File: config.mk
export PLATFORM = sky130hd
export DESIGN_NAME = vx_index_decoder
export DESIGN_NICKNAME = d
export VERILOG_FILES = /design/src/rtl/vx_index_decoder.sv
export SDC_FILE = /design/constraint.sdc
export NUM_CORES = 1
export LEC_CHECK = 0
export CORE_MARGIN = 1
export CORE_UTILIZATION = 35
export CTS_BUF_LIST = sky130_fd_sc_hd__clkbuf_2 sky130_fd_sc_hd__clkbuf_4 sky130_fd_sc_hd__clkbuf_8
export CTS_CLUSTER_DIAMETER = 100
export DETAILED_ROUTE_END_ITERATION = 6
export DONT_BUFFER_PORTS = 1
export PLACE_DENSITY_LB_ADDON = 0.1
export SLEW_MARGIN = 20
export SYNTH_ARGS = -nofsm -noshare
export SYNTH_HDL_FRONTEND = slang
export SYNTH_SLANG_ARGS = --single-unit
File: constraint.sdc
create_clock -name clk -period 3.9 [get_ports clk]
set_clock_uncertainty 0.2 [all_clocks]
set_input_delay 0.585 -clock clk [delete_from_list [all_inputs] [get_ports clk]]
set_output_delay 0.585 -clock clk [all_outputs]
set_load 0.1 [all_outputs]
File: src/rtl/vx_index_decoder.sv
// Registered index-to-one-hot decoder with a 2-entry elastic buffer.
// Define VX_INDEX_DECODER_THERMO_EN to add the thermometer-mask output.
module vx_index_decoder #(
  parameter int DATAW  = 8,
  parameter int LDATAW = (DATAW > 1) ? $clog2(DATAW) : 1
) (
  input  logic              clk,
  input  logic              reset,
  input  logic              valid_in,
  input  logic [LDATAW-1:0] index_in,
  input  logic              enable_in,
  output logic              ready_in,
  output logic              valid_out,
  output logic [DATAW-1:0]  data_out,
  output logic              range_err_out,
`ifdef VX_INDEX_DECODER_THERMO_EN
  output logic [DATAW-1:0]  thermo_out,
`endif
  input  logic              ready_out
);

  int               idx;
  logic [DATAW-1:0] dec_d;
  logic             dec_e;

  logic             ov;
  logic [DATAW-1:0] od;
  logic             oe;
  logic             sv;
  logic [DATAW-1:0] sd;
  logic             se;

  logic             out_free;
  logic             take;

  assign idx = int'(index_in);

  always_comb begin
    dec_d = '0;
    for (int i = 0; i < DATAW; i++) begin
      dec_d[i] = enable_in && (idx == i);
    end
  end

  assign dec_e = enable_in && (idx >= DATAW);

`ifdef VX_INDEX_DECODER_THERMO_EN
  logic [DATAW-1:0] dec_t;
  logic [DATAW-1:0] ot;
  logic [DATAW-1:0] st;

  // Out-of-range index saturates to all-ones since idx exceeds every bit.
  always_comb begin
    dec_t = '0;
    for (int i = 0; i < DATAW; i++) begin
      dec_t[i] = enable_in && (idx >= i);
    end
  end
`endif

  assign out_free = !ov || ready_out;
  assign take     = valid_in && !sv;

  always_ff @(posedge clk or posedge reset) begin
    if (reset) begin
      ov <= 1'b0;
      od <= '0;
      oe <= 1'b0;
      sv <= 1'b0;
      sd <= '0;
      se <= 1'b0;
    end else if (out_free) begin
      if (sv) begin
        ov <= 1'b1;
        od <= sd;
        oe <= se;
        sv <= 1'b0;
      end else if (valid_in) begin
        ov <= 1'b1;
        od <= dec_d;
        oe <= dec_e;
      end else begin
        ov <= 1'b0;
      end
    end else if (take) begin
      sv <= 1'b1;
      sd <= dec_d;
      se <= dec_e;
    end
  end

`ifdef VX_INDEX_DECODER_THERMO_EN
  always_ff @(posedge clk or posedge reset) begin
    if (reset) begin
      ot <= '0;
      st <= '0;
    end else if (out_free) begin
      if (sv) begin
        ot <= st;
      end else if (valid_in) begin
        ot <= dec_t;
      end
    end else if (take) begin
      st <= dec_t;
    end
  end

  assign thermo_out = ot;
`endif

  // Registered-only ready: no combinational path from ready_out.
  assign ready_in      = !sv;
  assign valid_out     = ov;
  assign data_out      = od;
  assign range_err_out = oe;

endmodule
==> results_dict.tcl <==
set metrics [dict create \
    synthTopCellsByCount "nand2_1 (19), dfrtp_1 (18), o31ai_1 (8)" \
    post-route-period-util_pct 61.0 \
    max_clock_freq_mhz 421 \
    crit_path_cells "inv_1" \
    clock_tree.root_cell "clkbuf_4" \
    clkPwrFrac_pct 26.4 \
    gr-usage-all-layers_pct 13.8 \
    diodes 0 \
    grt_max_degree 21 \
    postSynthNetCount 93 \
    io_pins 19 \
    seq_power_share_pct 60.2 \
    vias_per_cell 5.35 \
    arrival_ps 1590 \
    required_ps 3120 \
    design.final.nets 90 \
    post-route-util_pct 39.9 \
    power.total_mw 0.431 \
    fraction_of_final_layout_cells_sized_beyond_drive_strength_1_pct 16.0 \
    wire_length_of_the_first_global_routing_pass_um 2680 \
    r2r_setup_slack_ps 1820 \
    synth.top_cells.by_area "dfrtp_1 (50%), mux2_4 (12%), nand2_1 (8.0%)" \
    dieArea_um2 2750 \
    max-vdd-ir-drop_mv 0.197 \
    psw_mw 0.156 \
    drc_errors_left 0 \
    synth.yosys.warnings 0 \
    routedWlPerCell_um 14.6 \
    final.setup.tns_ps 0 \
    cts_resized 0 \
    fp.dieW_um 52.5 \
    power_switching_share_pct 36.2 \
    path_clk_slew_ps 100 \
    rr_endpoint "sd[0]" \
    io_buffer_count 0 \
    timing.final.setup_violations 0 \
    min_period_ps 2380 \
    drt-pass1-iter-count 4 \
    power.internal_mw 0.275 \
    postRouteAntennaNets 0 \
    totalWireLength_um 1590 \
    cp-endpoint "ready_in" \
    power.share.combinational_pct 13.5 \
    rsz_0062_raised_after_global_routing "false" \
    synth_seq_area_share_pct 50.5 \
    grt_overflow_total 0 \
    timing_hold_violations_final 0 \
    synth-edff-count 0 \
    cts_inserted_buffers 3 \
    critical_path.n_buffers_inverters 1 \
    starting_density_of_the_core_pct 38.8 \
    tritoncts "done" \
    reg2regPathDepth 2 \
    first_global_vias 600 \
    yosysMostFrequentCell "nand2_1" \
    worst_pin_slew_ps 907 \
    yosys_register_bits 18 \
    core_area_um2 2300 \
    drv_cap 0 \
    timing.rr.start "sv" \
    syn_area_um2 892 \
    post-synth-top-area-fraction_pct 50.5 \
    cts.sinks 18 \
    crit_path_start "sv" \
    maxSlewHeadroom_pct 39.5 \
    synth.distinct_cells 22 \
    crit_slowest_cell "inv_1" \
    dominantRegCellSynth "dfrtp_1" \
    worstSetupPathType "reg2out" \
    cp-start-kind "flip-flop" \
    post_route_hold_slack_ps 73.1 \
    syn_area_per_cell_um2 10.5 \
    synth_top_area_cell "dfrtp_1" \
    area_growth_from_synthesis_to_layout_pct 2.81 \
    cp_max_fo 20 \
    cts.path.max_buffers 2 \
    min_path_type "in2async" \
    htree_num_levels 1 \
    placement_rows 17 \
    synth_async_sr_flop_share_pct 100 \
    place_congestion 0.680 \
    post_cts.repair.setup_buffers 0 \
    dieHeight_um 52.5 \
    slew_violations 0 \
    crit_cells 1 \
    post_synth_inst_count 85 \
    power_density_nw_per_um2 470 \
    detailedRoute.firstIterationViolations 9 \
    critical_path.endpoint_type "primary output" \
    dp_hpwl_um 1080 \
    total_leakage_power_nw 0.408 \
    crit_path_max_cell_delay_ps 700 \
    filler_cells 228 \
    clock_insertion_delay_worst_skew_ps 290 \
    routed-via-count 583 \
    run_status "finished, final reports clean" \
    count_of_hold_fix_buffers_inserted_at_cts 0 \
    antenna_found_initial 0 \
    crit_family "buffers and inverters" \
]
==> kinds of logic (layout without fill, tap and decap cells) <==
kind of cell,after synthesis,count (layout),synth area share (%)
muxes,7,7,11.8
buffers and inverters,12,8,7.29
and+or+nand+nor,30,30,16.0
other,1,1,0.420
DFF,18,18,50.5
AOI/OAI and AO/OA,17,17,14.0
==> state kept, by name, indices dropped and copies added, names as in the netlist <==
register / cells
data_out: 8
sd: 8
sv: 1
valid_out: 1
==> placed cells by master, fill, tap and decap left out, types with 2 or more instances in the layout <==
| cell | count |
|---|---|
| nand2_1 | 19 |
| dfrtp_1 | 18 |
| o31ai_1 | 8 |
| mux2_4 | 7 |
| o41ai_1 | 5 |
| nand2b_1 | 3 |
| inv_1 | 3 |
| clkbuf_4 | 3 |
| o21ai_0 | 2 |
| nor2_1 | 2 |
==> per-layer routing <==
metal	vias to the layer above	wire [um]	global-route usage [%]	share of wire [%]
met5	-	0	0	0
met4	0	13	7.89	0.82
met3	2	62	3.48	3.9
met2	12	740	20.7	47
met1	282	775	17.7	49
li1	287	-	-	-
==> worst min-delay path by stage <==
stage / startpoint / to / slack (ps) / cells after the start
2_1_floorplan: sd[2] / sd[2] / 240 / 2
3_3_place_gp: sd[2] / sd[2] / 250 / 2
3_5_place_dp: sd[6] / sd[6] / 270 / 2
4_1_cts: reset / data_out[6] / 100 / 1
5_1_grt: reset / data_out[4] / 120 / 1
6_report: reset / data_out[4] / 70 / 1
==> metrics by stage <==
stage / cell area [um2] / cells / setup slack, ps
finish: 917 / 109 / 1520
global route: 917 / 109 / 1450
CTS: 917 / 109 / 1510
detailed placement: 881 / 105 / 1820
global placement: 881 / 105 / 1860
floorplan: 892 / 85 / 1830
==> layout make-up <==
cell class	count	area [um2]	area share, %
inverters	3	11.3	1.23
multi-input cells	55	377	41.1
clock buffers	4	36.3	3.96
flip-flops and latches	18	450	49.1
repair buffers	1	7.51	0.819
well taps	28	35.0	3.82
==> power groups by stage <==
stage / clock network [mW] / registers (mW) / logic, mW
finish: 0.114 / 0.259 / 0.0580
global route: 0.131 / 0.262 / 0.0638
CTS: 0.122 / 0.259 / 0.0592
detailed placement: 0 / 0.263 / 0.0590
global placement: 0 / 0.263 / 0.0586
floorplan: 0 / 0.264 / 0.0552
Power figures use the tool's default switching activity.
